`src/rtl/unidade_mult_div_pkg.sv`:
```
// Shared definitions for the iterative multiply/divide unit: op encodings,
// FSM states and the default operand width.
package unidade_mult_div_pkg;

  localparam int unsigned MD_WIDTH = 32;

  typedef enum logic [1:0] {
    OP_MULT  = 2'b00,
    OP_MULTU = 2'b01,
    OP_DIV   = 2'b10,
    OP_DIVU  = 2'b11
  } md_op_t;

  typedef enum logic [1:0] {
    IDLE,
    RUN,
    FIX,
    DONE
  } md_state_t;

  function automatic logic op_is_div(input logic [1:0] op);
    return (op == OP_DIV) || (op == OP_DIVU);
  endfunction

  function automatic logic op_is_signed(input logic [1:0] op);
    return (op == OP_MULT) || (op == OP_DIV);
  endfunction

endpackage

```
`src/rtl/unidade_mult_div_if.sv`:
```
// Request/response bundle between the register bank / control FSM and the
// multiply/divide unit.
interface unidade_mult_div_if #(
  parameter int unsigned N = unidade_mult_div_pkg::MD_WIDTH
);
  logic         md_in_start;
  logic [1:0]   md_in_op;
  logic [N-1:0] md_in_R_rs;
  logic [N-1:0] md_in_R_rt;
  logic         md_in_sel_hi;
  logic         md_out_busy;
  logic         md_out_done;
  logic         md_out_div_zero;
  logic [N-1:0] md_out_data;
  logic [N-1:0] md_out_hi;
  logic [N-1:0] md_out_lo;

  modport master (
    output md_in_start, md_in_op, md_in_R_rs, md_in_R_rt, md_in_sel_hi,
    input  md_out_busy, md_out_done, md_out_div_zero, md_out_data, md_out_hi, md_out_lo
  );

  modport slave (
    input  md_in_start, md_in_op, md_in_R_rs, md_in_R_rt, md_in_sel_hi,
    output md_out_busy, md_out_done, md_out_div_zero, md_out_data, md_out_hi, md_out_lo
  );
endinterface

```
`src/rtl/md_iterador.sv`:
```
// Single combinational iteration: shift-add multiply step, plus a restoring
// shift-subtract divide step when MD_DIV_EN is defined.
module md_iterador
  import unidade_mult_div_pkg::*;
#(
  parameter int unsigned N = MD_WIDTH
) (
  input  logic [N-1:0]   opnd,
  input  logic [2*N-1:0] acc,
  output logic [2*N-1:0] acc_next
`ifdef MD_DIV_EN
  ,
  input  logic           is_div,
  input  logic [N:0]     rem,
  output logic [N:0]     rem_next
`endif
);

  logic [N-1:0] addend;
  logic [N:0]   sum;
`ifdef MD_DIV_EN
  logic [N+1:0] diff;
  logic         ge;
`endif

  always_comb begin
    // Multiply: acc = {partial product, remaining multiplier bits}
    addend   = acc[0] ? opnd : '0;
    sum      = {1'b0, acc[2*N-1:N]} + {1'b0, addend};
    acc_next = {sum, acc[N-1:1]};
`ifdef MD_DIV_EN
    // Divide: dividend bits leave acc[N-1] and quotient bits enter at acc[0]
    diff     = {rem, acc[N-1]} - {2'b00, opnd};
    ge       = ~diff[N+1];
    rem_next = rem;
    if (is_div) begin
      rem_next = ge ? diff[N:0] : {rem[N-1:0], acc[N-1]};
      acc_next = {acc[2*N-1:N], acc[N-2:0], ge};
    end
`endif
  end

endmodule

```
`src/rtl/unidade_mult_div.sv`:
```
// Iterative MULT/MULTU/DIV/DIVU unit with HI/LO registers (N+2 cycle latency).
// Divider support is compiled in only when MD_DIV_EN is defined.
module unidade_mult_div
  import unidade_mult_div_pkg::*;
#(
  parameter int unsigned N = MD_WIDTH
) (
  input  logic                md_in_clk,
  input  logic                md_in_rst_n,
  unidade_mult_div_if.slave   md
);

  localparam int unsigned CW = $clog2(N);

  md_state_t      state, state_next;
  logic [CW-1:0]  cnt;
  logic [N-1:0]   opnd, hi_q, lo_q, hi_w, lo_w, mag_rs, mag_rt;
  logic [2*N-1:0] acc, acc_next, prod;
  logic           neg_a, neg_b, accept, req_div, req_signed;
`ifdef MD_DIV_EN
  logic [N:0]     rem, rem_next;
  logic           is_div_q, dz_q;
`endif

  assign req_div    = op_is_div(md.md_in_op);
  assign req_signed = op_is_signed(md.md_in_op);
  assign accept     = md.md_in_start && ((state == IDLE) || (state == DONE));
  assign mag_rs     = (req_signed && md.md_in_R_rs[N-1]) ? -md.md_in_R_rs : md.md_in_R_rs;
  assign mag_rt     = (req_signed && md.md_in_R_rt[N-1]) ? -md.md_in_R_rt : md.md_in_R_rt;

  md_iterador #(.N(N)) u_iter (
    .opnd     (opnd),
    .acc      (acc),
    .acc_next (acc_next)
`ifdef MD_DIV_EN
    ,
    .is_div   (is_div_q),
    .rem      (rem),
    .rem_next (rem_next)
`endif
  );

  always_ff @(posedge md_in_clk or negedge md_in_rst_n) begin
    if (!md_in_rst_n) state <= IDLE;
    else              state <= state_next;
  end

  always_comb begin
    state_next = state;
    unique case (state)
      IDLE, DONE: begin
        state_next = IDLE;
        if (accept) begin
`ifdef MD_DIV_EN
          state_next = RUN;
`else
          state_next = req_div ? DONE : RUN;
`endif
        end
      end
      RUN:     if (cnt == CW'(N-1)) state_next = FIX;
      FIX:     state_next = DONE;
      default: state_next = IDLE;
    endcase
  end

  // Sign correction applied on the way into HI/LO
  always_comb begin
    prod = (neg_a ^ neg_b) ? -acc : acc;
    hi_w = prod[2*N-1:N];
    lo_w = prod[N-1:0];
`ifdef MD_DIV_EN
    if (is_div_q) begin
      lo_w = dz_q ? '1 : ((neg_a ^ neg_b) ? -acc[N-1:0] : acc[N-1:0]);
      hi_w = neg_a ? -rem[N-1:0] : rem[N-1:0];
    end
`endif
  end

  always_ff @(posedge md_in_clk or negedge md_in_rst_n) begin
    if (!md_in_rst_n) begin
      cnt   <= '0;
      opnd  <= '0;
      acc   <= '0;
      neg_a <= 1'b0;
      neg_b <= 1'b0;
      hi_q  <= '0;
      lo_q  <= '0;
`ifdef MD_DIV_EN
      rem      <= '0;
      is_div_q <= 1'b0;
      dz_q     <= 1'b0;
`endif
    end else if (accept) begin
      cnt   <= '0;
      neg_a <= req_signed && md.md_in_R_rs[N-1];
      neg_b <= req_signed && md.md_in_R_rt[N-1];
`ifdef MD_DIV_EN
      rem      <= '0;
      is_div_q <= req_div;
      dz_q     <= req_div && (md.md_in_R_rt == '0);
      opnd     <= req_div ? mag_rt : mag_rs;
      acc      <= {{N{1'b0}}, (req_div ? mag_rs : mag_rt)};
`else
      opnd     <= mag_rs;
      acc      <= {{N{1'b0}}, mag_rt};
`endif
    end else if (state == RUN) begin
      cnt <= cnt + 1'b1;
      acc <= acc_next;
`ifdef MD_DIV_EN
      rem <= rem_next;
`endif
    end else if (state == FIX) begin
      hi_q <= hi_w;
      lo_q <= lo_w;
    end
  end

  assign md.md_out_busy = (state == RUN) || (state == FIX);
  assign md.md_out_done = (state == DONE);
`ifdef MD_DIV_EN
  assign md.md_out_div_zero = (state == DONE) && dz_q;
`else
  assign md.md_out_div_zero = 1'b0;
`endif
  assign md.md_out_data = md.md_in_sel_hi ? hi_q : lo_q;
  assign md.md_out_hi   = hi_q;
  assign md.md_out_lo   = lo_q;

endmodule

```
`src/flat_wrapper.sv`:
```
// flat-port wrapper written by rule: the top's interface ports become plain ports
module unidade_mult_div_flat import unidade_mult_div_pkg::*;
#(
  parameter int unsigned N = MD_WIDTH
)
  (md_in_clk, md_in_rst_n, md_md_in_start, md_md_in_op, md_md_in_R_rs, md_md_in_R_rt, md_md_in_sel_hi, md_md_out_busy, md_md_out_done, md_md_out_div_zero, md_md_out_data, md_md_out_hi, md_md_out_lo);
  unidade_mult_div_if #(.N(N)) md_i ();
  input  logic md_in_clk;
  input  logic md_in_rst_n;
  input wire logic [$bits(md_i.md_in_start)-1:0] md_md_in_start;
  input wire logic [$bits(md_i.md_in_op)-1:0] md_md_in_op;
  input wire logic [$bits(md_i.md_in_R_rs)-1:0] md_md_in_R_rs;
  input wire logic [$bits(md_i.md_in_R_rt)-1:0] md_md_in_R_rt;
  input wire logic [$bits(md_i.md_in_sel_hi)-1:0] md_md_in_sel_hi;
  output wire logic [$bits(md_i.md_out_busy)-1:0] md_md_out_busy;
  output wire logic [$bits(md_i.md_out_done)-1:0] md_md_out_done;
  output wire logic [$bits(md_i.md_out_div_zero)-1:0] md_md_out_div_zero;
  output wire logic [$bits(md_i.md_out_data)-1:0] md_md_out_data;
  output wire logic [$bits(md_i.md_out_hi)-1:0] md_md_out_hi;
  output wire logic [$bits(md_i.md_out_lo)-1:0] md_md_out_lo;
  assign md_i.md_in_start = md_md_in_start;
  assign md_i.md_in_op = md_md_in_op;
  assign md_i.md_in_R_rs = md_md_in_R_rs;
  assign md_i.md_in_R_rt = md_md_in_R_rt;
  assign md_i.md_in_sel_hi = md_md_in_sel_hi;
  assign md_md_out_busy = md_i.md_out_busy;
  assign md_md_out_done = md_i.md_out_done;
  assign md_md_out_div_zero = md_i.md_out_div_zero;
  assign md_md_out_data = md_i.md_out_data;
  assign md_md_out_hi = md_i.md_out_hi;
  assign md_md_out_lo = md_i.md_out_lo;
  unidade_mult_div #(.N(N)) u_core (.md_in_clk(md_in_clk), .md_in_rst_n(md_in_rst_n), .md(md_i));
endmodule
```
`config.mk`:
```
export PLATFORM = sky130hd
export DESIGN_NAME = unidade_mult_div_flat
export DESIGN_NICKNAME = d
export VERILOG_FILES = /design/src/rtl/unidade_mult_div_pkg.sv /design/src/rtl/unidade_mult_div_if.sv /design/src/rtl/md_iterador.sv /design/src/rtl/unidade_mult_div.sv /design/src/flat_wrapper.sv
export SDC_FILE = /design/constraint.sdc
export NUM_CORES = 1
export LEC_CHECK = 0
export ABC_AREA = 1
export CAP_MARGIN = 10
export CORE_MARGIN = 10
export CORE_UTILIZATION = 45
export DETAILED_ROUTE_END_ITERATION = 16
export GPL_TIMING_DRIVEN = 0
export PLACE_DENSITY = 0.75
export SLEW_MARGIN = 20
export SYNTH_ARGS = -nofsm -noshare
export SYNTH_HDL_FRONTEND = slang
export SYNTH_SLANG_ARGS = --single-unit
```
`constraint.sdc`:
```
create_clock -name md_in_clk -period 2.9 [get_ports md_in_clk]
set_input_delay 0.58 -clock md_in_clk [delete_from_list [all_inputs] [get_ports md_in_clk]]
set_output_delay 0.58 -clock md_in_clk [all_outputs]
set_load 0.05 [all_outputs]
```
==> metrics.txt, run 1 <==
CTS tree=built; cell taking the most area after synthesis=dfrtp_1; vias in the first global route=13900; delay-heaviest family, CP=buffers and inverters; maximum vdd ir drop=0.592 mV; Critical Path RT=2320 ps; Hold Path Class=primary input to async pin; Port Buffer Count=166; Buf+Inv Stages, Crit Path=3; Residual DRC=0; Yosys top cell area share=31.3%; clock latency at the later pin of the worst-skew pair=440 ps; Non-Filler Instances=2732; synthesized area=13500 µm²; fill count=3048; largest cells by area after synthesis=dfrtp_1, nand2_1, inv_1; layout cells sized above 1=5.94%; Worst-path clk slew=70 ps; row count=63; Antenna Violating Nets Remaining=0; most frequent cell after synthesis=nand2_1; critical path arrival=2230 ps; die area=37400 µm²; number of nets in the layout=2440; CTS buffer count=17; Post CTS Setup Buffer Count=0; global-route wire length before repair=79.6 mm; Max Cap Violations=0; P&R area growth vs syn=20.3%; Power Density=1310 nW/µm²; critical path class=primary input to output pin; FF-to-FF path depth=15; ys flop type=dfrtp_1; Clock Path Buffers=2; status=completed; largest fanout on the critical path=10; CTS hold repair buffers=0; Die H=193 µm; crit path capture type=output pin; Synth top cells by count=nand2_1, inv_1, nor2_1, nand3_1, dfrtp_1; Setup WS post-layout=89.8 ps; Ports=169; Slew Limit Headroom=49.1%; Slew @ Worst Pin=764 ps; fin util=54.9%; Design Power=21300 µW; ys async rst share=100%; # diodes=0; Startpoint Class=primary input; # clock sinks=169; drt wl/cell=18.4 µm; CP peak stage delay=840 ps; Post-synth EDFFs=0; Post-Synthesis Net Count=2255; Synth cell types=51; Mapped Cells=2144; final hold viol count=0; dpl ws=-10.6 ps; Min Clock Period, post-route=2810 ps; core area=29600 µm²; drt total wl=50.3 mm; unrepaired setup endpoints after global routing=false; gpl congestion=0.959; largest net degree at the start of global routing=91; mean area per synthesized cell=6.31 µm²; placed cell count=2701; HPWL after detailed placement=41.6 mm; Initial DRC Count=1444; CP Cell Sequence=clkbuf_1 > clkbuf_1 > nor2_1 > a21oi_1 > clkdlybuf4s50_1; slowest CP cell=clkdlybuf4s50_1; Vias=14600; Synth Register Bits=169; GR Util All Layers=26.3%; TritonRoute pass-1 iters=7; initial antenna violation count=0; register area share after synthesis=31.3%; yosys warns=0; initial core utilization=45.6%; max-slew violations=0; worst r2r src=u_core.acc[0]; Layout Skew=11.5 ps; CTS H-tree depth=4; Tcrit/Tclk final=96.9%; Worst R2R Setup Slack=220 ps; vias per cell=5.35; fmax=356 MHz; Crit path top cell by count=clkbuf_1; Worst R2R End=u_core.acc[60]; Root Buffer=clkbuf_16; Leak=0.00836 µW; CP Launch Point=md_md_in_sel_hi; # setup viols final=0; gr ovfl total=0; Chip Width=193 µm
cells by family after synthesis:
logic type	after synthesis	share of synthesized area (%)
muxes	14	1.17
adders and majority gates	41	3.85
buffers and inverters	347	10.1
DFF	169	31.3
xor gates and xnor gates	44	2.85
and+or+nand+nor	1271	39.9
other	1	0.0277
AOI/OAI and AO/OA	257	10.9
sequential cells by signal, summed over array words and instances, names as in the netlist:
name and count:
u_core.acc 64, u_core.md.md_out_hi 32, u_core.md.md_out_lo 32, u_core.opnd 32
u_core.cnt 5, u_core.state 2, u_core.neg_a 1, u_core.neg_b 1
how the worst max path moves through the flow:
stage | to | slack [ps] | depth (start not counted)
global route | md_md_out_data[18] | 2 | 5
floorplan | md_md_out_data[28] | 320 | 3
global placement | u_core.acc[62] | -5720 | 1
finish | md_md_out_data[18] | 90 | 5
CTS | md_md_out_data[0] | 20 | 5
detailed placement | u_core.acc[47] | -10 | 17
metrics by stage:
step	hold WS, ps	instance area, µm²	setup TNS (ps)
final	85.2	16300	0
after global routing	150	16300	0
after CTS	135	16300	0
after detailed placement	466	15700	-10.6
after global placement	464	15700	-963770
after floorplan	284	13500	0
cells in the final DEF (no fill, tap or decap), types with 4 or more instances in the layout:
cell type / n
a21oi_1: 54
a31oi_1: 5
and2_1: 5
buf_1: 4
buf_2: 22
buf_4: 4
clkbuf_1: 28
clkbuf_16: 17
clkdlybuf4s50_1: 160
dfrtp_1: 169
dlymetal6s2s_1: 5
ha_1: 40
inv_1: 272
inv_2: 11
inv_6: 4
mux2_2: 14
nand2_1: 737
nand2_2: 11
nand3_1: 192
nand3b_1: 9
nand4_1: 33
nor2_1: 227
nor2_2: 12
nor2_4: 10
nor3_1: 14
nor4_1: 4
o211ai_1: 8
o21ai_0: 111
o21ai_1: 26
o21bai_1: 12
o221ai_1: 11
o22ai_1: 16
or2_0: 4
xnor2_1: 7
xor2_1: 37
metal layers:
metal  vias to the layer above  global-route usage, %  part of all wire [%]
met1                      6733                   37.2                    47
met3                        61                   3.82                   7.5
met2                       609                   40.4                    43
li1                       7219                      -                     -
met4                         0                   7.95                   2.6
met5                         -                      0                     0
where the power goes:
group	switching, µW	total (µW)	internal (µW)	leakage [µW]
registers	1430	4940	3510	0.00213
clock network	1090	2230	1140	0.000269
logic	9690	14100	4420	0.00596
cell type report:
class / instances / area (µm²) / share of cell area (%)
clock inverter: 13 / 109 / 0.669
clock buffer: 19 / 443 / 2.72
multi-input combinational: 1628 / 7940 / 48.8
buffer: 61 / 289 / 1.78
sequential: 169 / 4230 / 26.0
inverter: 285 / 1070 / 6.58
timing repair buffer: 167 / 1710 / 10.5
tap: 390 / 488 / 3.00
timing repair:
| item | 4_1_cts | 5_1_grt |
|---|---|---|
| cloned | 0 | 0 |
| setup endpoints to repair | 2 | 12 |
| gates resized for setup | 0 | 8 |
Power figures use the tool's default switching activity.
==> run 2: changes to the inputs <==
Settings changed: PLACE_DENSITY 0.75 to 0.67, SETUP_SLACK_MARGIN set to 0.15.
==> metrics.txt, run 2 (same netlist as run 1, synthesis figures left out) <==
status=completed (unchanged); CP peak stage delay=720 ps (was 840 ps); FF-to-FF path depth=15 (unchanged); drt total wl=51.5 mm (was 50.3 mm); Layout Skew=11.4 ps (was 11.5 ps); TNS Setup=0 ps (unchanged); Worst-path clk slew=70 ps (about the same); Power Density=1310 nW/µm² (about the same); P&R area growth vs syn=21.1% (was 20.3%); crit path capture type=output pin (unchanged); Min Clock Period, post-route=2700 ps (was 2810 ps); Ports=169 (unchanged); unrepaired setup endpoints after global routing=false (unchanged); commonest non-fill, non-tap cell in the layout=nand2_1 (unchanged); worst r2r src=u_core.acc[0] (unchanged); CTS H-tree depth=4 (unchanged); slowest CP cell=clkdlybuf4s50_1 (unchanged); TritonRoute pass-1 iters=5 (was 7); Tcrit/Tclk final=93.1% (was 96.9%); most frequent cells in the layout=nand2_1, inv_1, nor2_1 (unchanged); max reg flops=64 (unchanged); Vias=14600 (about the same); Residual DRC=0 (unchanged); row count=63 (unchanged); Max Cap Violations=0 (unchanged); Root Buffer=clkbuf_16 (unchanged); final instance area=16400 µm² (was 16300 µm²); # clock sinks=169 (unchanged); maximum vdd ir drop=0.595 mV (was 0.592 mV); core area=29600 µm² (unchanged); dpl ws=-154 ps (was -10.6 ps); Chip Width=193 µm (unchanged); Critical Path RT=2320 ps (about the same); gpl congestion=0.991 (was 0.959); Slew @ Worst Pin=780 ps (was 764 ps); Port Buffer Count=166 (unchanged); CTS tree=built (unchanged); largest net degree at the start of global routing=97 (was 91); vias per cell=5.33 (was 5.35); initial core utilization=45.6% (unchanged); Slew Limit Headroom=48.0% (was 49.1%); global-route wire length before repair=79.9 mm (was 79.6 mm); Leak=0.00849 µW (was 0.00836 µW); Die H=193 µm (unchanged); fill count=3046 (was 3048); Worst Setup EP=md_md_out_data[14] (was md_md_out_data[18]); Initial DRC Count=1561 (was 1444); Top reg by flops=u_core.acc (unchanged); CP Launch Point=md_md_in_sel_hi (unchanged); Post-DP Area=15700 µm² (unchanged); clock latency at the later pin of the worst-skew pair=450 ps (was 440 ps); number of nets in the layout=2442 (was 2440); gr ovfl total=0 (unchanged); initial antenna violation count=0 (unchanged); HPWL after detailed placement=42.6 mm (was 41.6 mm); CP Cell Sequence=clkbuf_1 > buf_2 > mux2_2 > clkdlybuf4s50_1 (was clkbuf_1 > clkbuf_1 > nor2_1 > a21oi_1 > clkdlybuf4s50_1); drt wl/cell=18.8 µm (was 18.4 µm); layout cells sized above 1=6.57% (was 5.94%); fin util=55.3% (was 54.9%); Clock Path Buffers=2 (unchanged); Hold Path Class=primary input to async pin (unchanged); Setup WS post-layout=201 ps (was 89.8 ps); Worst R2R Setup Slack=280 ps (was 220 ps); die area=37400 µm² (unchanged); Antenna Violating Nets Remaining=0 (unchanged); GR Util All Layers=26.7% (was 26.3%); # setup viols final=0 (unchanged); critical path arrival=2120 ps (was 2230 ps); CTS hold repair buffers=0 (unchanged); max-slew violations=0 (unchanged); critical path class=primary input to output pin (unchanged); final hold viol count=0 (unchanged); vias in the first global route=13600 (was 13900); Worst R2R End=u_core.acc[58] (was u_core.acc[60]); CTS buffer count=17 (unchanged); # diodes=0 (unchanged); largest fanout on the critical path=10 (unchanged); Startpoint Class=primary input (unchanged); fmax=370 MHz (was 356 MHz)
## run 2: changes by cell type in the layout (fill, tap and decap cells not counted), moves of 4 or more
cell / change
clkdlybuf4s50_1: -12
dlygate4sd2_1: +8
clkinv_8: +4
dlymetal6s2s_1: +4
## run 2: how the worst min path moves through the flow
stage | depth (start not counted) | start | end | slack (ps)
final | 1 | md_in_rst_n | u_core.md.md_out_hi[11] | 70
after global routing | 1 | md_in_rst_n | u_core.md.md_out_hi[11] | 130
after CTS | 1 | md_in_rst_n | u_core.md.md_out_hi[11] | 110
after detailed placement | 2 | u_core.opnd[11] | u_core.opnd[11] | 470
after global placement | 2 | u_core.opnd[11] | u_core.opnd[11] | 460
after floorplan | 0 | md_in_rst_n | u_core.acc[0] | 280
## run 2: layout make-up
type / count / area (µm²) / share of cell area (%)
clock inverter: 15 / 183 / 1.11
multi-input combinational: 1628 / 7970 / 48.7
inverter: 285 / 1070 / 6.54
tap: 390 / 488 / 2.98
timing repair buffer: 168 / 1710 / 10.5
buffer: 62 / 303 / 1.85
sequential: 169 / 4230 / 25.8
clock buffer: 17 / 425 / 2.60
## run 2: critical path: cells and delay by family
kind                   cells  cell delay, ps
muxes                      1             370
buffers and inverters      3            1170
## run 2: repair_timing
action | CTS | global route
gates resized for setup | 12 | 28
gates cloned | 0 | 0
endpoints found under the setup margin | 29 | 27
endpoints found under the hold margin | 0 | 0
setup buffers | 0 | 1
pin swaps | 0 | 1
## run 2: per-layer routing
metal,up-vias,routed length (µm),share of wire (%),GRT usage (%)
met5,-,0,0,0
met4,0,972,1.9,6.64
met3,51,4360,8.5,5.45
met2,601,21900,42,40.4
met1,6712,24300,47,38.0
li1,7215,-,-,-
## run 2: where the power goes
| part | switching (µW) | internal [µW] |
|---|---|---|
| Combinational | 9780 | 4410 |
| Sequential | 1400 | 3510 |
| Clock | 1130 | 1230 |
## run 2: through the flow
step / total power [µW] / instances / hold WS (ps)
floorplan: 14000 / 2144 / 284
global placement: 18800 / 2700 / 464
detailed placement: 18900 / 2701 / 470
CTS: 21300 / 2733 / 107
global route: 23100 / 2734 / 126
finish: 21500 / 2734 / 72.0
==> run 3: changes to the inputs <==
Clock period 2.9 ns to 2.5 ns, I/O delays scaled along.
==> metrics.txt, run 3 (same netlist as run 1, synthesis figures left out) <==
status=completed (unchanged); Post-DP Area=15700 µm² (unchanged); drt total wl=51.9 mm (was 51.5 mm); vias per cell=5.35 (was 5.33); Root Buffer=clkbuf_16 (unchanged); initial core utilization=45.6% (unchanged); Layout Skew=12.7 ps (was 11.4 ps); CTS hold repair buffers=0 (unchanged); Port Buffer Count=166 (unchanged); Residual DRC=0 (unchanged); initial antenna violation count=0 (unchanged); Tcrit/Tclk final=92.8%; CTS tree=built (unchanged); max-slew violations=0 (unchanged); Critical Path RT=2000 ps (was 2320 ps); core area=29600 µm² (unchanged); Worst-path clk slew=70 ps (about the same); Leak=0.00860 µW (was 0.00849 µW); Design Power=25700 µW (was 21500 µW); Top reg by flops=u_core.acc (unchanged); critical path arrival=1820 ps (was 2120 ps); fin util=57.6% (was 55.3%); layout cells sized above 1=11.9% (was 6.57%); switching share of power=57.0% (was 57.4%); net switching power=14600 µW (was 12300 µW); final instance area=17100 µm² (was 16400 µm²); maximum vdd ir drop=0.724 mV (was 0.595 mV); Max Cap Violations=0 (unchanged); Pint=11000 µW (was 9160 µW); clock latency at the later pin of the worst-skew pair=440 ps (was 450 ps); P&R area growth vs syn=26.3% (was 21.1%); commonest non-fill, non-tap cell in the layout=nand2_1 (unchanged); row count=63 (unchanged); register share of total power=22.6% (was 22.9%); crit path capture type=output pin (unchanged); unrepaired setup endpoints after global routing=true (was false); # clock sinks=169 (unchanged); HPWL after detailed placement=42.5 mm (was 42.6 mm); largest net degree at the start of global routing=96 (was 97); gr ovfl total=0 (unchanged); gpl congestion=1.02 (was 0.991); logic gate share of total power=66.9% (was 66.1%); vias in the first global route=13700 (was 13600); Startpoint Class=primary input (unchanged); Vias=14700 (was 14600); max reg flops=64 (unchanged); global-route wire length before repair=80.2 mm (was 79.9 mm); largest fanout on the critical path=10 (unchanged); Die H=193 µm (unchanged); Min Clock Period, post-route=2320 ps; fill count=2962 (was 3046); Register Area=4230 µm² (unchanged); final hold viol count=0 (unchanged); Power Density=1500 nW/µm² (was 1310 nW/µm²); Slew @ Worst Pin=680 ps (was 780 ps); # setup viols final=0 (unchanged); # diodes=0 (unchanged); Clock Path Buffers=2 (unchanged); Ports=169 (unchanged); Clock Power Share=10.5% (was 11.0%); CTS H-tree depth=4 (unchanged); Initial DRC Count=1342 (was 1561); TritonRoute pass-1 iters=5 (unchanged); TNS Setup=0 ps (unchanged); drt wl/cell=18.9 µm (was 18.8 µm); fmax=431 MHz; area of the multi-input gates=8620 µm² (was 7970 µm²); GR Util All Layers=26.7% (about the same); number of nets in the layout=2451 (was 2442); Hold Path Class=primary input to async pin (unchanged); Slew Limit Headroom=54.7% (was 48.0%); Antenna Violating Nets Remaining=0 (unchanged); die area=37400 µm² (unchanged); critical path class=primary input to output pin (unchanged); Chip Width=193 µm (unchanged); CTS buffer count=17 (unchanged); most frequent cells in the layout=nand2_1, inv_1, nor2_1 (unchanged)
[run 3: cell count changes in the layout (fill, tap and decap cells not counted), sizes merged, moves of 2 or more]
cell           delta
buf               +7
clkbuf           +10
clkdlybuf4s15     +4
clkdlybuf4s50    -17
clkinv            -2
dlygate4sd2      +15
dlymetal6s2s      -8
[run 3: through the flow]
stage | instances | worst slack, ps | hold WS [ps]
6_report | 2743 | 181 | 29.9
5_1_grt | 2743 | 71.2 | 67.9
4_1_cts | 2737 | 102 | 44.4
3_5_place_dp | 2701 | -518 | 469
3_3_place_gp | 2700 | -6050 | 464
2_1_floorplan | 2144 | 75.3 | 204
[run 3: routing by layer]
metal | part of all wire (%) | track usage, %
met1 | 48 | 39.1
met2 | 42 | 39.2
met3 | 7.5 | 4.44
met4 | 2.4 | 7.53
met5 | 0 | 0
[run 3: repair_timing]
item,in CTS,in global routing
buffers inserted,4,5
resized for setup,80,159
gates cloned,0,1
endpoints found under the hold margin,0,0
setup endpoints to repair,78,65
pin swaps,5,24
[run 3: final cells by class]
class / instances / share of cell area (%)
buffer: 62 / 1.96
clock buffer: 19 / 2.65
clock inverter: 13 / 0.776
inverter: 285 / 6.27
multi-input combinational: 1628 / 50.5
sequential: 169 / 24.8
tap: 390 / 2.86
timing repair buffer: 177 / 10.2
[run 3: path summary, 6_finish.rpt]
path                            slack (ps)  depth (start not counted)                       to            start
worst max-delay path                   180                          5       md_md_out_data[31]  md_md_in_sel_hi
min in group md_in_clk                 480                          2           u_core.opnd[7]   u_core.opnd[7]
worst min-delay path                    30                          1  u_core.md.md_out_lo[21]      md_in_rst_n
worst max register to register         190                         14           u_core.acc[58]    u_core.acc[0]
worst min register to register         480                          2           u_core.opnd[7]   u_core.opnd[7]
max in group asynchronous             1560                          2          u_core.opnd[26]      md_in_rst_n
[run 3: worst max-delay path, cell delays in order]
cell and delay, ps:
clkbuf_1 190, clkbuf_1 360, nand2_1 90, o21ai_0 130, clkdlybuf4s15_1 550
[run 3: power by group through the flow]
stage / sequential [µW] / combinational, µW / clock [µW]
final: 5800 / 17200 / 2690
after global routing: 5910 / 18800 / 2820
after CTS: 5660 / 16300 / 2710
after global placement: 5660 / 16200 / 0
after detailed placement: 5700 / 16300 / 0
after floorplan: 6780 / 9500 / 0
